--- src/rtl/sprite_rom_arbiter.sv ---
// Shares one single-port sprite ROM between the pixel-fetch path (strict priority)
// and the collision-lookup path. Define COL_STALL_STATS_EN to add col_stall_cnt.
module sprite_rom_arbiter #(
  parameter int ADDR_W  = 12,
  parameter int DATA_W  = 8,
  parameter int ROM_LAT = 1
) (
  input  logic              Clk,
  input  logic              Reset_n,
  input  logic              pix_req,
  input  logic [ADDR_W-1:0] pix_addr,
  output logic [DATA_W-1:0] pix_data,
  output logic              pix_valid,
  input  logic              col_req,
  input  logic [ADDR_W-1:0] col_addr,
  output logic              col_gnt,
  output logic [DATA_W-1:0] col_data,
  output logic              col_valid,
  output logic [ADDR_W-1:0] rom_addr,
  output logic              rom_rd,
  input  logic [DATA_W-1:0] rom_q
`ifdef COL_STALL_STATS_EN
  , output logic [15:0]     col_stall_cnt
`endif
);

  typedef enum logic [1:0] {C_IDLE = 2'd0, C_PEND = 2'd1, C_BUSY = 2'd2} col_st_e;
  typedef struct packed { logic vld; logic col; } tag_t;

  col_st_e           st_q, st_d;
  logic              col_issue;
  logic [ADDR_W-1:0] rom_addr_q, rom_addr_d;
  logic              rom_rd_q, rom_rd_d;
  tag_t [ROM_LAT:0]  tag_pipe_q, tag_pipe_d;
  tag_t              tag_out;
  logic [DATA_W-1:0] pix_data_q, pix_data_d, col_data_q, col_data_d;
  logic              pix_valid_q, pix_valid_d, col_valid_q, col_valid_d;

  always_ff @(posedge Clk or negedge Reset_n) begin
    if (!Reset_n) st_q <= C_IDLE;
    else          st_q <= st_d;
  end

  always_comb begin
    st_d = st_q;
    case (st_q)
      C_IDLE:  if (col_req) st_d = pix_req ? C_PEND : C_BUSY;
      C_PEND:  if (!col_req) st_d = C_IDLE;
               else if (!pix_req) st_d = C_BUSY;
      C_BUSY:  if (col_valid_q) st_d = C_IDLE;
      default: st_d = C_IDLE;
    endcase
  end

  always_comb begin
    col_issue = col_req && !pix_req && (st_q == C_IDLE || st_q == C_PEND);
    col_gnt   = col_issue;
  end

  // Tag stage ROM_LAT lines up with rom_q; data/valid are registered one cycle later.
  always_comb begin
    rom_rd_d   = pix_req | col_issue;
    rom_addr_d = rom_addr_q;
    if (pix_req)        rom_addr_d = pix_addr;
    else if (col_issue) rom_addr_d = col_addr;
    tag_pipe_d[0].vld = rom_rd_d;
    tag_pipe_d[0].col = ~pix_req;
    for (int i = 1; i <= ROM_LAT; i++) tag_pipe_d[i] = tag_pipe_q[i-1];
    tag_out     = tag_pipe_q[ROM_LAT];
    pix_valid_d = tag_out.vld & ~tag_out.col;
    col_valid_d = tag_out.vld &  tag_out.col;
    pix_data_d  = pix_valid_d ? rom_q : pix_data_q;
    col_data_d  = col_valid_d ? rom_q : col_data_q;
  end

  always_ff @(posedge Clk or negedge Reset_n) begin
    if (!Reset_n) begin
      rom_addr_q  <= '0;
      rom_rd_q    <= 1'b0;
      tag_pipe_q  <= '0;
      pix_data_q  <= '0;
      col_data_q  <= '0;
      pix_valid_q <= 1'b0;
      col_valid_q <= 1'b0;
    end else begin
      rom_addr_q  <= rom_addr_d;
      rom_rd_q    <= rom_rd_d;
      tag_pipe_q  <= tag_pipe_d;
      pix_data_q  <= pix_data_d;
      col_data_q  <= col_data_d;
      pix_valid_q <= pix_valid_d;
      col_valid_q <= col_valid_d;
    end
  end

  assign rom_addr  = rom_addr_q;
  assign rom_rd    = rom_rd_q;
  assign pix_data  = pix_data_q;
  assign pix_valid = pix_valid_q;
  assign col_data  = col_data_q;
  assign col_valid = col_valid_q;

`ifdef COL_STALL_STATS_EN
  logic [15:0] stall_cnt_q, stall_cnt_d;

  // Counts every cycle that ends parked in C_PEND, including the entry cycle.
  always_comb begin
    stall_cnt_d = stall_cnt_q;
    if (col_issue)
      stall_cnt_d = '0;
    else if (st_d == C_PEND && stall_cnt_q != 16'hFFFF)
      stall_cnt_d = stall_cnt_q + 16'd1;
  end

  always_ff @(posedge Clk or negedge Reset_n) begin
    if (!Reset_n) stall_cnt_q <= '0;
    else          stall_cnt_q <= stall_cnt_d;
  end

  assign col_stall_cnt = stall_cnt_q;
`endif

endmodule

--- config.mk ---
export PLATFORM = sky130hd
export DESIGN_NAME = sprite_rom_arbiter
export DESIGN_NICKNAME = d
export VERILOG_FILES = /design/src/rtl/sprite_rom_arbiter.sv
export SDC_FILE = /design/constraint.sdc
export NUM_CORES = 1
export LEC_CHECK = 0
export CORE_MARGIN = 5
export CORE_UTILIZATION = 42
export DETAILED_ROUTE_END_ITERATION = 16
export GPL_TIMING_DRIVEN = 0
export PLACE_DENSITY = 0.8
export SETUP_SLACK_MARGIN = 0.5
export SLEW_MARGIN = 20
export SYNTH_ARGS = -nofsm -noshare
export SYNTH_HDL_FRONTEND = slang
export SYNTH_SLANG_ARGS = --single-unit
--- constraint.sdc ---
create_clock -name Clk -period 2.7 [get_ports Clk]
set_input_delay 0.81 -clock Clk [delete_from_list [all_inputs] [get_ports Clk]]
set_output_delay 0.81 -clock Clk [all_outputs]
set_load 0.1 [all_outputs]
==> flow_metrics.env, run 1 <==
export IMPL_yosys_warnings=0
export IMPL_nets=222
export IMPL_crit_required_ns=1.89
export IMPL_worst_pin_slew_ns=0.557
export IMPL_slew_violations=0
export IMPL_fin_skew_ns=0.00681
export IMPL_seq_area_frac_synth=0.586
export IMPL_critPathMaxFanout=3
export IMPL_synthDistinctLibCells=17
export IMPL_numCtsBuffers=5
export IMPL_yosys_area_share_simple=0.172
export IMPL_synthTopCellsByArea="dfrtp_1 (59%), mux2_2 (11%), a311o_1 (7.8%)"
export IMPL_avgSynthCellArea_sq_um=14.4
export IMPL_yosysMostFrequentCell="dfrtp_1"
export IMPL_fin_crit_sh=0.831
export IMPL_syn_area_sq_um=1540
export IMPL_netlist_instances=107
export IMPL_clock_latency_ns=0.28
export IMPL_synth_xor_area_frac=0
export IMPL_core_area_sq_um=3610
export IMPL_reg2regPathDepth=5
export IMPL_antenna_cells=0
export IMPL_htree_num_levels=2
export IMPL_max_freq_mhz=446
export IMPL_path_clk_slew_ns=0.07
export IMPL_synthMuxAreaShare=0.117
export IMPL_status="complete, no violations"
export IMPL_crit_top_cell="buf_8"
export IMPL_ys_seq_elements=36
export IMPL_cp_depth=6
export IMPL_synth_top_area_share=0.586
export IMPL_crit_path_start_kind="input port"
export IMPL_synthAdderAreaFrac=0
export IMPL_antenna_left=0
export IMPL_worstSetupEndpointType="primary output"
export IMPL_dp_hpwl_um=2690
export IMPL_crit_slowest_cell="buf_12"
export IMPL_num_rows=22
export IMPL_synth_async_sr_flop_share=1.00
export IMPL_viasPerCell=5.08
export IMPL_finalNonFillerCells=235
export IMPL_io_buffers=67
export IMPL_cts_tree="yes"
export IMPL_first_pass_iters=4
export IMPL_hold_ws_ns=0.321
export IMPL_drive_gt1_frac=0.412
export IMPL_synth_top_cells_by_count="dfrtp_1 (36), mux2_2 (15), a311o_1 (12), and2_1 (12)"
export IMPL_areaGrowthSynthToFinish_pct=61.1
export IMPL_wl_um=3730
export IMPL_synth_compound_area_frac=0.0838
export IMPL_die_x_um=70.5
export IMPL_route_detailed_drc=0
export IMPL_die_h_um=70.5
export IMPL_rsz0062_at_grt="true"
export IMPL_clockRootBuffer="clkbuf_8"
export IMPL_peakVddDrop_mv=0.353
export IMPL_pin_count=68
export IMPL_grt_start_max_net_pins=35
export IMPL_grt_overflow_total=0
export IMPL_vias=1193
export IMPL_final_setup_tns_ns=0
export IMPL_clock_sinks=36
export IMPL_grt_antenna_before_repair=0
export IMPL_cp_slowest_stage_delay_ns=0.18
export IMPL_synth_top_family_by_area="simple AND/OR/NAND/NOR gates"
export IMPL_post_drt_wl_per_cell_um=15.9
export IMPL_syn_num_nets=143
export IMPL_clock_path_buffers=2
export IMPL_synth_edf_count=0
export IMPL_hold_class="input port to async pin"
export IMPL_track_usage=0.164
export IMPL_initial_core_util=0.426
export IMPL_cp_cell_sequence="buf_8 -> nand2b_4 -> buf_6 -> buf_8 -> nor2_4 -> buf_12"
export IMPL_dp_cells=223
export IMPL_criticalPathCategory="input port to primary output"
export IMPL_min_period_ns=2.24
export IMPL_gp_congestion=0.707
export IMPL_drt_iter0_markers=20
export IMPL_maxCapViolations=0
export IMPL_nFillCells=283
export IMPL_cp_arrival_ns=1.43
export IMPL_crit_buf_inv=4
export IMPL_yosysTopAreaCell="dfrtp_1"
export IMPL_synthFlopType="dfrtp_1"
export IMPL_leakage_nw=1.06
export IMPL_path_delay_family="buffers and inverters"
export IMPL_grt_pass1_wl_um=6490
export IMPL_setup_viol=0
export IMPL_max_slew_margin=0.630
export IMPL_power_density_nw_per_um2=761
export IMPL_dieArea_sq_um=4970
export IMPL_first_global_vias=1372
export IMPL_hold_viol=0
## flip-flops by register name (all words and copies together) (netlist names)
register	cells
rom_addr	12
col_valid	1
tag_out	2
pix_valid	1
st_q	2
col_data	8
tag_pipe_d	2
pix_data	8
## per-layer routing
| metal | GRT usage | vias to the layer above | part of all wire |
|---|---|---|---|
| met5 | 0 | - | 0 |
| met2 | 0.273 | 58 | 0.48 |
| met3 | 0.0777 | 6 | 0.096 |
| li1 | - | 554 | - |
| met1 | 0.194 | 575 | 0.42 |
| met4 | 0.0319 | 0 | 0.0080 |
## cell families (layout without fill, tap and decap cells)
logic type             after synthesis  after routing
flip-flops                          36             36
buffers and inverters               11             91
multiplexers                        16             16
AO/OA/AOI/OAI                       13             13
AND/OR/NAND/NOR                     31             31
## layout by cell type, fill, tap and decap left out
master	n
dfrtp_1	36
clkdlybuf4s50_1	32
clkdlybuf4s15_2	31
mux2_2	15
and2_1	12
a311o_1	12
clkbuf_8	7
and4bb_1	6
and4bb_2	6
buf_2	5
buf_4	5
inv_1	3
nand2_1	2
buf_8	2
nor2_1	2
clkbuf_1	2
buf_12	2
nand2b_1	1
nand2b_4	1
buf_6	1
nor2_4	1
o2bb2ai_1	1
mux2_1	1
clkinvlp_4	1
## area by class of cell
cell class / instances / area (sq um) / share of cell area
clock buffers: 7 / 86.3 / 0.0348
flip-flops and latches: 36 / 901 / 0.364
well taps: 48 / 60.1 / 0.0242
repair buffers: 72 / 764 / 0.309
clock inverters: 1 / 7.51 / 0.00303
inverters: 3 / 11.3 / 0.00455
multi-input cells: 60 / 581 / 0.234
plain buffers: 8 / 66.3 / 0.0268
## final timing paths
kind,end,slack [ns],startpoint
min reg2reg,tag_out[0]$_DFF_PN0_,0.36,tag_pipe_d[2]$_DFF_PN0_
min,pix_data[4]$_DFFE_PN0P_,0.32,Reset_n
min in group Clk,tag_out[0]$_DFF_PN0_,0.36,tag_pipe_d[2]$_DFF_PN0_
max in group asynchronous,col_data[1]$_DFFE_PN0P_,2.01,Reset_n
max,col_gnt,0.46,col_req
max reg2reg,rom_addr[7]$_DFFE_PN0P_,1.27,st_q[1]$_DFFE_PN0P_
## where the power goes
group | total (mW) | switching (mW) | internal (mW)
registers | 0.651 | 0.0398 | 0.611
clock network | 0.387 | 0.179 | 0.207
logic | 0.847 | 0.613 | 0.234
## metrics by stage
step	utilization	total power, mW	setup WS [ns]	cell area (sq um)
2_1_floorplan	-	1.27	0.328	1550
3_3_place_gp	0.631	1.50	-1.02	2280
3_5_place_dp	0.635	1.52	-1.02	2290
4_1_cts	0.683	1.90	0.402	2460
5_1_grt	0.687	1.97	0.425	2480
6_report	0.687	1.88	0.456	2480
## what timing repair did
action                     4_1_cts  5_1_grt
buffers inserted                 3        1
pin swaps                        1        1
setup endpoints to repair       32        1
gates resized for setup        115        2
hold buffers                     0        0
Power figures use the tool's default switching activity.
==> inputs of run 2 (changes only) <==
- CORE_UTILIZATION: 42 -> 41
- PLACE_DENSITY: 0.8 -> 0.79
- clock period: 2.7 -> 2.1 ns (I/O delays scaled with it)
==> run 2 against run 1 <==
  * Worst setup slack got worse by 0.31 ns
  * Hold slack got worse by 0.18 ns
  * Sequential share of layout area decreased by 0.15 points
  * Count of clock-buffer cells in the layout decreased by 2
  * Clock skew down 0.0023 ns
  * Clock power grew 120%
  * Final cell count unchanged
  * Via count up 1.6%
==> flow_metrics.env, run 2 (synthesis gave the netlist of run 1 again) <==
export IMPL_die_x_um=71.2
export IMPL_grt_pass1_wl_um=6550
export IMPL_grt_overflow_total=0
export IMPL_viasPerCell=5.16
export IMPL_first_pass_iters=4
export IMPL_antenna_left=0
export IMPL_dpl_cell_area_sq_um=2290
export IMPL_clockRootBuffer="clkbuf_8"
export IMPL_largest_register_ffs=12
export IMPL_setup_viol=0
export IMPL_maxCapViolations=0
export IMPL_max_freq_mhz=513
export IMPL_core_area_sq_um=3660
export IMPL_track_usage=0.162
export IMPL_antenna_cells=0
export IMPL_hold_viol=0
export IMPL_vias=1212
export IMPL_total_power_mw=2.81
export IMPL_max_slew_margin=0.731
export IMPL_grt_use_met3=0.0757
export IMPL_min_period_ns=1.95
export IMPL_internal_power_mw=1.71
export IMPL_worst_pin_slew_ns=0.402
export IMPL_pre_cts_ws_ns=-1.31
export IMPL_dp_hpwl_um=2810
export IMPL_gp_congestion=0.752
export IMPL_cp_arrival_ns=1.32
export IMPL_p_sw_mw=1.10
export IMPL_pin_count=68
export IMPL_criticalPathCategory="flip-flop to primary output"
export IMPL_power_density_nw_per_um2=1130
export IMPL_cp_slowest_stage_delay_ns=0.39
export IMPL_grt_antenna_before_repair=0
export IMPL_cp_cell_sequence="nand2b_4 -> buf_6 -> buf_8 -> nor2_4 -> buf_12"
export IMPL_rsz0062_at_grt="true"
export IMPL_leakage_nw=1.12
export IMPL_numCtsBuffers=5
export IMPL_clock_sinks=36
export IMPL_met2_usage=0.266
export IMPL_clock_path_buffers=2
export IMPL_final_common_cell="dfrtp_1"
export IMPL_clkPwrFrac=0.299
export IMPL_post_drt_wl_per_cell_um=16.4
export IMPL_fin_crit_sh=0.928
export IMPL_p_sw_frac=0.392
export IMPL_num_rows=22
export IMPL_die_h_um=71.2
export IMPL_first_global_vias=1336
export IMPL_status="complete, no violations"
export IMPL_areaGrowthSynthToFinish_pct=61.8
export IMPL_drive_gt1_frac=0.417
export IMPL_crit_path_start_kind="flip-flop"
export IMPL_stdcell_area_sq_um=2490
export IMPL_crit_required_ns=1.47
export IMPL_fin_skew_ns=0.00456
export IMPL_combPwrFrac=0.401
export IMPL_initial_core_util=0.420
export IMPL_hold_ws_ns=0.140
export IMPL_nets=222
export IMPL_drt_iter0_markers=39
export IMPL_final_cell_mix="dfrtp_1 (36), clkdlybuf4s50_1 (32), buf_6 (20)"
export IMPL_critPathMaxFanout=2
export IMPL_grt_util_met1=0.193
export IMPL_hold_class="input port to async pin"
export IMPL_grt_busiest_layer="met2"
export IMPL_wl_um=3860
export IMPL_dieArea_sq_um=5080
export IMPL_p_seq_frac=0.300
export IMPL_path_clk_slew_ns=0.07
export IMPL_finalWorstSetupSlack_ns=0.150
export IMPL_final_setup_tns_ns=0
export IMPL_peakVddDrop_mv=0.660
export IMPL_htree_num_levels=2
export IMPL_cts_tree="yes"
export IMPL_crit_slowest_cell="dfrtp_1"
export IMPL_slew_violations=0
export IMPL_io_buffers=67
export IMPL_grt_start_max_net_pins=35
export IMPL_worstSetupEndpointType="primary output"
export IMPL_clock_latency_ns=0.28
export IMPL_route_detailed_drc=0
## run 2: cell count changes in the layout (fill, tap and decap cells not counted)
cell	change
bufinv_16	+3
buf_2	+1
clkdlybuf4s15_2	-31
clkbuf_8	-1
clkinvlp_4	-1
buf_4	+12
clkbuf_1	-1
buf_6	+19
buf_8	-1
## run 2: final timing paths
kind / start / endpoint / slack [ns] / depth (start not counted)
max: st_q[1]$_DFFE_PN0P_ / col_gnt / 0.15 / 5
min: Reset_n / pix_data[2]$_DFFE_PN0P_ / 0.14 / 1
max reg2reg: st_q[1]$_DFFE_PN0P_ / rom_addr[3]$_DFFE_PN0P_ / 0.70 / 5
min reg2reg: tag_pipe_d[2]$_DFF_PN0_ / tag_out[0]$_DFF_PN0_ / 0.37 / 0
max in group asynchronous: Reset_n / col_data[7]$_DFFE_PN0P_ / 1.59 / 2
min in group Clk: tag_pipe_d[2]$_DFF_PN0_ / tag_out[0]$_DFF_PN0_ / 0.37 / 0
## run 2: timing repair
item                                    4_1_cts  5_1_grt
gates resized for setup                     208       19
hold buffers                                  0        0
endpoints found under the setup margin       44       20
setup buffers                                 3        1
pin swaps                                     1        1
gates cloned                                  0        0
## run 2: metrics by stage
step                utilization  instances
finish                    0.679        235
global placement          0.622        222
floorplan                     -        107
global route              0.679        235
CTS                       0.658        234
detailed placement        0.626        223
## run 2: layer usage
metal,routed length [um],part of all wire,vias to the layer above
met5,0,0,-
met4,23,0.0060,0
met3,424,0.11,4
met2,1930,0.50,66
met1,1480,0.38,592
li1,-,-,550
## run 2: worst max-delay path, delay by kind of cell, from the launching register on
| kind | cells | cell delay (ns) |
|---|---|---|
| buf+inv | 3 | 0.40 |
| flops | 1 | 0.39 |
| simple gates | 2 | 0.23 |
## run 2: power groups by stage
| stage | logic (mW) | registers (mW) | clock network [mW] |
|---|---|---|---|
| floorplan | 0.173 | 1.47 | 0 |
| global placement | 1.09 | 0.844 | 0 |
| detailed placement | 1.10 | 0.850 | 0 |
| CTS | 1.10 | 0.837 | 0.855 |
| global route | 1.16 | 0.859 | 0.887 |
| finish | 1.13 | 0.845 | 0.842 |
## run 2: cell type report
| class | instances | area, sq um |
|---|---|---|
| fillers | 290 | 1170 |
| flip-flops and latches | 36 | 901 |
| repair buffers | 72 | 709 |
| multi-input cells | 60 | 581 |
| clock inverters | 3 | 90.1 |
| clock buffers | 5 | 68.8 |
| plain buffers | 8 | 66.3 |
| well taps | 48 | 60.1 |
| inverters | 3 | 11.3 |
